--- config.mk ---
export PLATFORM = sky130hd
export DESIGN_NAME = trng_com_rx
export DESIGN_NICKNAME = d
export VERILOG_FILES = /design/src/rtl/trng_com_pkg.sv /design/src/rtl/trng_com_rx_fifo.sv /design/src/rtl/trng_com_rx.sv
export SDC_FILE = /design/constraint.sdc
export NUM_CORES = 1
export LEC_CHECK = 0
export CORE_MARGIN = 3
export CORE_UTILIZATION = 45
export CTS_CLUSTER_SIZE = 8
export DETAILED_ROUTE_END_ITERATION = 10
export SETUP_SLACK_MARGIN = 0.15
export SLEW_MARGIN = 20
export SYNTH_ARGS = -nofsm -noshare
export SYNTH_HDL_FRONTEND = slang
export SYNTH_SLANG_ARGS = --single-unit
--- constraint.sdc ---
create_clock -name i_clk -period 7.1 [get_ports i_clk]
set_input_delay 2.13 -clock i_clk [delete_from_list [all_inputs] [get_ports i_clk]]
set_output_delay 2.13 -clock i_clk [all_outputs]
set_load 0.005 [all_outputs]
--- src/rtl/trng_com_pkg.sv ---
// Shared definitions for the TRNG serial link: 8N1 frame levels, receiver FSM states
// and the default bit period the transmitter and receiver agree on.
package trng_com_pkg;
    localparam int   DATA_BITS        = 8;
    localparam logic START_LVL        = 1'b0;
    localparam logic STOP_LVL         = 1'b1;
    localparam logic IDLE_LVL         = 1'b1;
    localparam int   CLKS_PER_BIT_DEF = 16;

    typedef enum logic [2:0] {
        IDLE,
        START,
        DATA,
        STOP,
        BREAK
    } rx_state_e;
endpackage

--- src/rtl/trng_com_rx_fifo.sv ---
// Show-ahead byte FIFO for the link receiver; head is the oldest entry and reads 0 when empty.
module trng_com_rx_fifo #(
    parameter int DEPTH = 4,
    parameter int AW    = $clog2(DEPTH)
) (
    input  logic        i_clk,
    input  logic        i_reset_n,
    input  logic        push,
    input  logic [7:0]  wr_data,
    input  logic        pop,
    output logic [7:0]  head,
    output logic        empty,
    output logic        full,
    output logic [AW:0] count
);
    logic [7:0]    mem [DEPTH];
    logic [AW-1:0] wr_ptr, rd_ptr;
    logic          pop_ok, push_ok;

    assign empty   = (count == '0);
    assign full    = (count == (AW+1)'(DEPTH));
    assign pop_ok  = pop & ~empty;
    // A full FIFO still accepts a write when the head leaves in the same cycle.
    assign push_ok = push & (~full | pop_ok);
    assign head    = empty ? 8'h00 : mem[rd_ptr];

    always_ff @(posedge i_clk) begin
        if (push_ok) mem[wr_ptr] <= wr_data;
    end

    always_ff @(posedge i_clk or negedge i_reset_n) begin
        if (!i_reset_n) begin
            wr_ptr <= '0;
            rd_ptr <= '0;
            count  <= '0;
        end else begin
            if (push_ok) wr_ptr <= wr_ptr + AW'(1);
            if (pop_ok)  rd_ptr <= rd_ptr + AW'(1);
            count <= count + {{AW{1'b0}}, push_ok} - {{AW{1'b0}}, pop_ok};
        end
    end
endmodule

--- src/rtl/trng_com_rx.sv ---
// 8N1 receiver for the TRNG link: synchronizer, mid-bit sampling FSM, receive FIFO
// and RTS throttling of the far-end transmitter.
module trng_com_rx
    import trng_com_pkg::*;
#(
    parameter int CLKS_PER_BIT = CLKS_PER_BIT_DEF,
    parameter int FIFO_DEPTH   = 4,
    parameter int RTS_MARGIN   = 1
) (
    input  logic       i_clk,
    input  logic       i_reset_n,
    input  logic       i_serial_data,
    output logic       o_serial_rts_n,
    output logic [7:0] o_dat,
    output logic       o_valid,
    input  logic       i_read,
    output logic       o_frame_err,
    output logic       o_overrun,
    output logic [3:0] o_frame_cnt
);
    localparam int TW = $clog2(CLKS_PER_BIT);
    localparam int BW = $clog2(DATA_BITS);
    localparam int AW = $clog2(FIFO_DEPTH);
    localparam logic [TW-1:0] HALF    = TW'(CLKS_PER_BIT/2 - 1);
    localparam logic [TW-1:0] FULL    = TW'(CLKS_PER_BIT - 1);
    localparam logic [AW:0]   RTS_THR = (AW+1)'(FIFO_DEPTH - RTS_MARGIN - 1);

    logic          rx_meta, rx_s;
    rx_state_e     state, state_n;
    logic [TW-1:0] timer, timer_n;
    logic [BW-1:0] bit_cnt, bit_cnt_n;
    logic [7:0]    shreg, shreg_n;
    logic          push, err_n, ovr_n, tick, pop, empty, full;
    logic [AW:0]   count;

    assign tick = (timer == '0);
    assign pop  = i_read & ~empty;

    always_ff @(posedge i_clk or negedge i_reset_n) begin
        if (!i_reset_n) begin
            rx_meta <= 1'b1;
            rx_s    <= 1'b1;
        end else begin
            rx_meta <= i_serial_data;
            rx_s    <= rx_meta;
        end
    end

    always_comb begin
        state_n   = state;
        timer_n   = timer;
        bit_cnt_n = bit_cnt;
        shreg_n   = shreg;
        push      = 1'b0;
        err_n     = 1'b0;
        ovr_n     = 1'b0;
        case (state)
            IDLE: if (rx_s == START_LVL) begin
                state_n = START;
                timer_n = HALF;
            end
            START: begin
                if (!tick) timer_n = timer - TW'(1);
                else if (rx_s == START_LVL) begin
                    state_n   = DATA;
                    timer_n   = FULL;
                    bit_cnt_n = '0;
                end else state_n = IDLE;
            end
            DATA: begin
                if (!tick) timer_n = timer - TW'(1);
                else begin
                    shreg_n   = {rx_s, shreg[7:1]};
                    timer_n   = FULL;
                    bit_cnt_n = bit_cnt + BW'(1);
                    if (bit_cnt == BW'(DATA_BITS - 1)) state_n = STOP;
                end
            end
            STOP: begin
                // Leave at mid-stop-bit so a back-to-back start edge is not missed.
                if (!tick) timer_n = timer - TW'(1);
                else if (rx_s == STOP_LVL) begin
                    state_n = IDLE;
                    if (!full || pop) push = 1'b1;
                    else ovr_n = 1'b1;
                end else begin
                    state_n = BREAK;
                    err_n   = 1'b1;
                end
            end
            BREAK: if (rx_s == IDLE_LVL) state_n = IDLE;
            default: state_n = IDLE;
        endcase
    end

    always_ff @(posedge i_clk or negedge i_reset_n) begin
        if (!i_reset_n) begin
            state          <= IDLE;
            timer          <= '0;
            bit_cnt        <= '0;
            shreg          <= '0;
            o_frame_err    <= 1'b0;
            o_overrun      <= 1'b0;
            o_frame_cnt    <= '0;
            o_serial_rts_n <= 1'b1;
        end else begin
            state          <= state_n;
            timer          <= timer_n;
            bit_cnt        <= bit_cnt_n;
            shreg          <= shreg_n;
            o_frame_err    <= err_n;
            o_overrun      <= ovr_n;
            if (push) o_frame_cnt <= o_frame_cnt + 4'd1;
            o_serial_rts_n <= (count > RTS_THR);
        end
    end

    trng_com_rx_fifo #(.DEPTH(FIFO_DEPTH)) u_fifo (
        .i_clk     (i_clk),
        .i_reset_n (i_reset_n),
        .push      (push),
        .wr_data   (shreg),
        .pop       (pop),
        .head      (o_dat),
        .empty     (empty),
        .full      (full),
        .count     (count)
    );

    assign o_valid = ~empty;
endmodule

; Word-level counts from Yosys, hierarchy flattened
; Memories as Yosys holds them, arrays and structs flattened.
; Cells that the tools add are included.
[classes]
magnitude_cmp = 1
eq_ne = 15
n_addsub = 7
mux = 33
n_reduce_logical = 11
bitwise_logic = 6
[ops]
columns = op, count
row1 = two-way mux 3 bit, 10
row2 = two-way mux 4 bit, 5
row3 = "!= test 2 bit, second input constant", 8
row4 = one-hot mux 4 bit (4 select lines), 1
row5 = one-hot mux 3 bit (5 select lines), 1
row6 = two-way mux 1 bit, 13
row7 = "equality test 3 bit, second input constant", 3
row8 = two-way mux 8 bit, 1
row9 = AND reduction 4 bit, 2
row10 = "equality test 3 x 2 -> 1 bit, second input constant", 2
row11 = zero test 3 bit, 2
row12 = one-hot mux 3 bit (2 select lines), 1
row13 = AND reduction 6 bit, 1
row14 = "adder 2 x 1 -> 2 bit, second input constant", 2
row15 = "adder 4 x 1 -> 4 bit, second input constant", 1
row16 = zero test 4 bit, 1
row17 = nonzero test 4 bit, 1
row18 = "subtractor 4 x 1 -> 4 bit, second input constant", 1
row19 = adder 3 x 1 -> 3 bit, 1
row20 = "adder 3 x 1 -> 3 bit, second input constant", 1
row21 = AND 1 bit, 3
row22 = "equality test 3 x 1 -> 1 bit, second input constant", 1
row23 = "> comparator 3 x 2 -> 1 bit, second input constant", 1
row24 = "!= test 3 bit, second input constant", 1
row25 = 8 further kinds, 9
[totals]
input_bits = 4
wordCells = 87
regBits = 34
n_memories = 1
ramBits = 32
out_inout_bits = 16
[mem_list]
columns = name, depth, width, rd, rd_ports_with_merged_regs, wr, line
row1 = u_fifo.mem, 4, 8, 1, 0, 1, trng_com_rx_fifo.sv:16  ; logic [7:0] mem [DEPTH];

; Logic depth before layout (Yosys ltp)
; Gate-level depths: netlist of run 1.
[logic_depth]
depth_word = 11
depth_mapped = 9
mapped_depth_nobuf = 8

; By module
; From an unflattened synthesis of run 1, not the netlist that was laid out.
[unflattened]
cells_unflattened = 199
hier_area_um2 = 2889.0
[modules_own_cells]
columns = mod, area_per_inst_um2, cells_each, seq_area_each_um2, instances
row1 = trng_com_rx_fifo, 1630.3, 87, 1136.1, 1
row2 = trng_com_rx, 1258.7, 112, 679.4, 1

; Least setup slack after synthesis of run 1
; OpenSTA, ideal clock, no wires.
[synth_path]
path_type = input port to flip-flop
start = in i_read
end = reg u_fifo.count[1]
t_arrival_ps = 3414
setup_time_ps = 64
path_stages = 7
required_time_ps = 7036
slack_ps = 3622
path_cell_list = nor4b_1 nor3_2 buf_6 ha_1 inv_1 fa_1 inv_1
[synth_between]
elab_chain_cells = 9
elab_cells_between_ends = 11
[synth_lines]
columns = element, line
row1 = from (decl), trng_com_rx.sv:16  ; input logic i_read,
row2 = AND 1 bit *, trng_com_rx.sv:37  ; assign pop = i_read & ~empty;
row3 = logical OR 1 bit, trng_com_rx.sv:84  ; if (!full || pop) push = 1'b1;
row4 = two-way mux 1 bit, trng_com_rx.sv:84
row5 = two-way mux 1 bit, trng_com_rx.sv:82  ; else if (rx_s == STOP_LVL) begin
row6 = two-way mux 1 bit, trng_com_rx.sv:81  ; if (!tick) timer_n = timer - TW'(1);
row7 = two-way mux 1 bit, trng_com_rx.sv:57  ; case (state)
row8 = AND 1 bit *, trng_com_rx_fifo.sv:24  ; assign push_ok = push & (~full | pop_ok);
row9 = via u_fifo.push_ok, trng_com_rx_fifo.sv:18  ; logic pop_ok, push_ok;
row10 = adder 3 x 1 -> 3 bit *, trng_com_rx_fifo.sv:39  ; count <= count + {{AW{1'b0}}, push_ok} - {{AW{1'b0}}, pop_ok};
row11 = subtractor 3 x 1 -> 3 bit *, trng_com_rx_fifo.sv:39
row12 = to (signal assigned), trng_com_rx_fifo.sv:39
row13 = to (decl), trng_com_rx_fifo.sv:14  ; output logic [AW:0] count
; Mark *: on every way through the listed nets, which the timed path passes. The rest lies on a longest branch.
; A chain may end at the register's enable or synchronous reset.

; Worst setup path after layout of run 1
[layout_path]
start = reg u_fifo.rd_ptr[0]
end = out o_dat[7]
[layout_between]
elab_chain_cells = 2
[layout_lines]
columns = element, line
row1 = from (decl), trng_com_rx_fifo.sv:17  ; logic [AW-1:0] wr_ptr, rd_ptr;
row2 = from (signal assigned), trng_com_rx_fifo.sv:38  ; if (pop_ok) rd_ptr <= rd_ptr + AW'(1);
row3 = memory read (4 x 8 bit), --
row4 = two-way mux 8 bit, trng_com_rx_fifo.sv:25  ; assign head = empty ? 8'h00 : mem[rd_ptr];
row5 = to (decl), trng_com_rx.sv:14  ; output logic [7:0] o_dat,
; Every way passes these cells.

==> results.yml, run 1 <==
run_status:
  result_of_the_run: "finished clean"
grt:
  grt_first_pass_wirelength_um: 8540
  grt_antenna_before_repair: 0
  largest_net_degree_at_the_start_of_global_routing: 35
  grt_remaining_overflow: 0
  grt.total_usage: 0.150
  first_global_vias: 1743
timing:
  finalCritPeriodShare: 0.615
  worstMarginPinSlew_ns: 0.820
  hold_slack_ns: 0.358
  max_freq_ghz: 0.229
  timing.final.max_slew_violations: 0
  timing.slew.headroom: 0.450
  final_worst_clock_skew_ns: 0.00705
  hold_violation_total_from_the_final_report: 0
  setup_violations: 0
  setup_tns_ns: 0
  min_period_ns: 4.36
  rsz0062_at_grt: "no"
power_and_ir_drop:
  power.clock.fraction: 0.306
  irDropWorstVdd_mv: 0.181
  net_sw_frac: 0.283
  power.density_cell_area_nw_per_um2: 388
  p_int_uw: 960
  power.sequential.fraction: 0.417
  total_switching_power_uw: 379
  p_comb_frac: 0.277
  total_leakage_power_nw: 1.37
clock_tree:
  clk-insertion-delay-late_ns: 0.32
  cts_hold_buffers: 0
  root_buffer: "clkbuf_8"
  post-cts-setup-buffer-count: 0
  h-tree-depth: 3
  numCtsBuffers: 9
  cts.path.max_buffers: 2
  clk_pin_slew_ns: 0.07
  numClockSinks: 66
  postCtsResizedCells: 0
  cts_tree: "built"
worst_setup_path:
  critical_path.startpoint: "u_fifo.rd_ptr[0]"
  worst_r2r_startpoint: "timer[0]"
  worstSetupEndpoint: "o_dat[7]"
  critical_path_class: "reg -> out"
  crit_buf_inv: 1
  worstPathArrival_ns: 2.23
  critical_path_peak_fanout: 10
  rrSetupSlack_ns: 4.17
  crit_chain: "mux4_2 > and2_1 > clkdlybuf4s50_1"
  cp_slowest_cell: "dfrtp_1"
  worst_path_largest_cell_delay_ns: 0.72
  timing.critical_path.depth: 3
  cp-start-kind: "flop"
  worst_path_dominant_cell_family: "flip-flops"
  critical_path.endpoint_type: "output port"
  reg2reg_to: "u_fifo.count[2]"
  critical_path_required_ns: 4.97
  r2r_cell_count: 8
drt:
  detailedRoute.firstPassIterationCount: 4
  drc: 0
  drc_marker_count_from_the_first_detailed_route_iteration: 63
  final_antenna_net_count: 0
  vias: 1631
  finalWirelength_um: 4910
  detail_route.wl_per_cell_um: 16.0
  vias_per_cell: 5.33
worst_hold_path:
  worst_hold_path_type: "reg -> reg"
  timing.hold.worst_path_depth: 0
die:
  core_area_um2: 6130
  dieHeight_um: 86.9
  die_area_um2: 7550
  start_util: 0.480
  num_io_pins: 20
  rows: 28
  die_w_um: 86.9
flow_run:
  maxCapViolCount: 0
placement:
  place_hpwl_um: 3400
  place_congestion: 0.809
  placement.io_buffers: 19
  place_area_um2: 3180
synthesis:
  synth-seq-cells: 66
  synth_fp_nets: 221
  synth_cell_type_count: 47
  netlist_area_um2: 2940
  ys.warnings.count: 0
  synth_async_sr_flop_share: 0.515
  seq_area_frac_synth: 0.617
  synth_ff_type: "edfxtp_1"
  synthesis.instances: 204
  avgSynthCellArea_um2: 14.4
  synth_enable_flop_cells: 32
finish:
  layout.filler_cells: 495
  syn_to_final_growth_pct: 17.2
  register_area_um2: 1820
  multi_input_comb_area_um2: 1040
  final_layout_size_suffix_gt1_frac: 0.190
  num_antenna_cells: 0
  final_nets: 243
  finish.instance_area_um2: 3450
-- per-stage QoR --
stage | std cells | worst slack (ns) | util | total power, mW
floorplan | 204 | 3.62 | - | 0.797
global placement | 290 | 2.84 | 0.519 | 0.921
detailed placement | 290 | 2.74 | 0.519 | 0.943
CTS | 306 | 2.67 | 0.563 | 1.36
global route | 306 | 2.56 | 0.563 | 1.43
finish | 306 | 2.74 | 0.563 | 1.34
-- how the worst min path moves through the flow --
stage | end | startpoint | slack, ns
after floorplan | rx_s | rx_meta | 0.35
after global placement | rx_s | rx_meta | 0.35
after detailed placement | rx_s | rx_meta | 0.35
after CTS | rx_s | rx_meta | 0.36
after global routing | rx_s | rx_meta | 0.37
final | rx_s | rx_meta | 0.36
-- per-layer routing --
metal / GRT usage / wire length [µm] / up-vias
met5: 0 / 0 / -
met4: 0.0722 / 56 / 0
met3: 0.0284 / 120 / 5
met2: 0.252 / 2570 / 20
met1: 0.185 / 2170 / 823
li1: - / - / 783
-- state kept, by name, indices dropped and copies added, names as in the netlist --
| name | cells |
|---|---|
| o_serial_rts_n | 1 |
| u_fifo.rd_ptr | 2 |
| o_frame_err | 1 |
| rx_s | 1 |
| o_frame_cnt | 4 |
| rx_meta | 1 |
| u_fifo.wr_ptr | 2 |
| shreg | 8 |
| bit_cnt | 3 |
| o_overrun | 1 |
| u_fifo.mem | 32 |
| timer | 4 |
| u_fifo.count | 3 |
| state | 3 |
-- area by class of cell --
cell class                      instances  share of cell area
Timing Repair Buffer                   20              0.0573
Tap cell                               75              0.0272
Clock inverter                          6              0.0399
Inverter                               11              0.0120
Sequential cell                        66               0.526
Clock buffer                           10              0.0370
Multi-Input combinational cell        118               0.300
-- cells in the final DEF (no fill, tap or decap), drive strengths merged, types with 2 or more instances in the layout --
cell type,instances
a21oi,9
a31oi,2
and2,14
bufinv,4
clkbuf,10
clkdlybuf4s50,19
dfrtp,31
dfstp,3
edfxtp,32
ha,12
inv,12
mux2,9
mux4,8
nand2,8
nand2b,2
nor2,11
nor2b,4
nor3,2
nor4b,4
o21ai,3
o21bai,2
o22ai,2
xnor2,4
xor2,3
-- cells in the mapped netlist (3+ instances only) --
master	count	area share
clkbuf_1	6	0.0077
dfrtp_1	31	0.26
xnor2_1	3	0.0089
inv_1	11	0.014
mux2_2	9	0.034
xor2_1	3	0.0089
nor4b_1	3	0.0089
nor2_1	11	0.014
edfxtp_1	32	0.33
a21oi_1	9	0.015
and2_1	14	0.030
o21ai_0	3	0.0051
mux4_2	8	0.061
nor2b_1	4	0.0085
nand2_1	7	0.0089
dfstp_2	3	0.027
ha_1	12	0.051
-- cells by family after synthesis --
| kind of cell | after synthesis | synth area share |
|---|---|---|
| adders and majority gates | 14 | 0.0612 |
| AOI/OAI and AO/OA | 27 | 0.0599 |
| DFF | 66 | 0.617 |
| xor gates and xnor gates | 7 | 0.0234 |
| muxes | 18 | 0.0991 |
| and+or+nand+nor | 52 | 0.108 |
| buffers and inverters | 20 | 0.0310 |
-- power groups by stage --
stage	clock (mW)	sequential [mW]	combinational, mW
finish	0.409	0.558	0.371
CTS	0.420	0.559	0.377
global placement	0	0.560	0.362
detailed placement	0	0.567	0.376
global route	0.441	0.574	0.414
floorplan	0	0.506	0.291
No activity file was read; power rests on OpenSTA's default activity.
==> run 2, diff against run 1 <==
PLACE_DENSITY = 0.66   (was default)
clock period = 3.6 ns   (was 7.1 ns; I/O delays follow)
==> results.yml, run 2 (synthesis gave the netlist of run 1 again) <==
power_and_ir_drop:
  irDropWorstVdd_mv: 0.392
  finalPower_mw: 2.47
  total_leakage_power_nw: 1.35
  power.density_cell_area_nw_per_um2: 727
timing:
  setup_tns_ns: 0
  setup_violations: 0
  hold_violation_total_from_the_final_report: 0
  final_worst_clock_skew_ns: 0.00886
  min_period_ns: 3.29
  rsz0062_at_grt: "no"
  finalCritPeriodShare: 0.913
  hold_slack_ns: 0.361
  timing.final.ws_setup_ns: 0.314
  max_freq_ghz: 0.304
  worstMarginPinSlew_ns: 0.573
  timing.slew.headroom: 0.618
  timing.final.max_slew_violations: 0
worst_setup_path:
  worstPathArrival_ns: 2.21
  worst_path_dominant_cell_family: "flip-flops"
  rrSetupSlack_ns: 1.14
  critical_path_class: "reg -> out"
  reg2reg_to: "u_fifo.mem[0][4]"
  critical_path_peak_fanout: 10
  crit_chain: "mux4_2 > and2_1 > clkdlybuf4s50_1"
  critical_path.startpoint: "u_fifo.rd_ptr[0]"
  crit_buf_inv: 1
  cp_slowest_cell: "dfrtp_1"
  critical_path.endpoint_type: "output port"
  r2r_cell_count: 6
  worst_r2r_startpoint: "timer[0]"
  cp-start-kind: "flop"
  critical_path_required_ns: 2.52
  worst_path_largest_cell_delay_ns: 0.71
worst_hold_path:
  min-delay-start: "rx_meta"
  endpoint_of_the_worst_hold_path: "rx_s"
  timing.hold.worst_path_depth: 0
  worst_hold_path_type: "reg -> reg"
finish:
  commonest_cells_after_routing_fill_and_taps_aside: "edfxtp_1, dfrtp_1, clkdlybuf4s50_1"
  final_nets: 244
  instances_no_fill: 307
  core_util_final: 0.555
  syn_to_final_growth_pct: 15.6
  largestRegisters: "u_fifo.mem x32, shreg x8"
  largest_register: "u_fifo.mem"
  layout.filler_cells: 508
  final_layout_size_suffix_gt1_frac: 0.190
  num_antenna_cells: 0
  finish.instance_area_um2: 3400
  mostFrequentLayoutCell: "edfxtp_1"
  largest_reg_flops: 32
placement:
  place_area_um2: 3190
  place_hpwl_um: 3030
  detailedPlace.worstSlack_ns: 0.635
  post-place-cells: 291
  place_congestion: 0.731
  placement.io_buffers: 19
die:
  die_w_um: 86.9
  start_util: 0.480
  core_area_um2: 6130
  rows: 28
  dieHeight_um: 86.9
  num_io_pins: 20
  die_area_um2: 7550
drt:
  detail_route.wl_per_cell_um: 15.3
  vias_per_cell: 5.32
  drc_marker_count_from_the_first_detailed_route_iteration: 84
  drc: 0
  final_antenna_net_count: 0
  detailedRoute.firstPassIterationCount: 3
  vias: 1632
  finalWirelength_um: 4700
clock_tree:
  numCtsBuffers: 9
  post-cts-setup-buffer-count: 0
  h-tree-depth: 3
  root_buffer: "clkbuf_8"
  clk-insertion-delay-late_ns: 0.33
  clk_pin_slew_ns: 0.07
  cts_tree: "built"
  cts.path.max_buffers: 2
  numClockSinks: 66
  cts_hold_buffers: 0
  postCtsResizedCells: 0
grt:
  first_global_vias: 1663
  grt.total_usage: 0.146
  grt_first_pass_wirelength_um: 8130
  largest_net_degree_at_the_start_of_global_routing: 35
  grt_antenna_before_repair: 0
  grt_remaining_overflow: 0
run_status:
  result_of_the_run: "finished clean"
flow_run:
  maxCapViolCount: 0
run 2: cell count changes in the layout (fill, tap and decap cells not counted), sizes merged:
cell | previous run | this run
clkinv | 1 | 3
buf | 1 | 2
clkinvlp | 0 | 1
bufinv | 4 | 2
inv | 12 | 11
run 2: how the worst max path moves through the flow:
stage | endpoint | cells after the start
final | o_dat[1] | 3
after global routing | o_dat[2] | 3
after CTS | o_dat[1] | 3
after detailed placement | o_dat[1] | 3
after global placement | o_dat[2] | 3
after floorplan | u_fifo.count[1] | 7
run 2: report_power, final:
group,switching (mW),leakage (nW),internal [mW],total [mW]
Sequential,0.188,0.704,0.910,1.10
Clock,0.273,0.104,0.385,0.658
Combinational,0.267,0.538,0.449,0.715
Total,0.728,1.35,1.74,2.47
run 2: cell type report:
type / count / area [µm²] / area share
sequential: 66 / 1820 / 0.534
multi-input combinational: 118 / 1040 / 0.305
timing repair buffer: 21 / 205 / 0.0603
clock buffer: 10 / 128 / 0.0375
tap: 75 / 93.8 / 0.0276
clock inverter: 6 / 81.3 / 0.0239
inverter: 11 / 41.3 / 0.0121
run 2: layer usage:
| metal | vias up | wire [µm] | GRT usage |
|---|---|---|---|
| met5 | - | 0 | 0 |
| met3 | 5 | 148 | 0.0426 |
| met1 | 814 | 2230 | 0.188 |
| met4 | 0 | 55 | 0.0680 |
| li1 | 791 | - | - |
| met2 | 22 | 2270 | 0.226 |
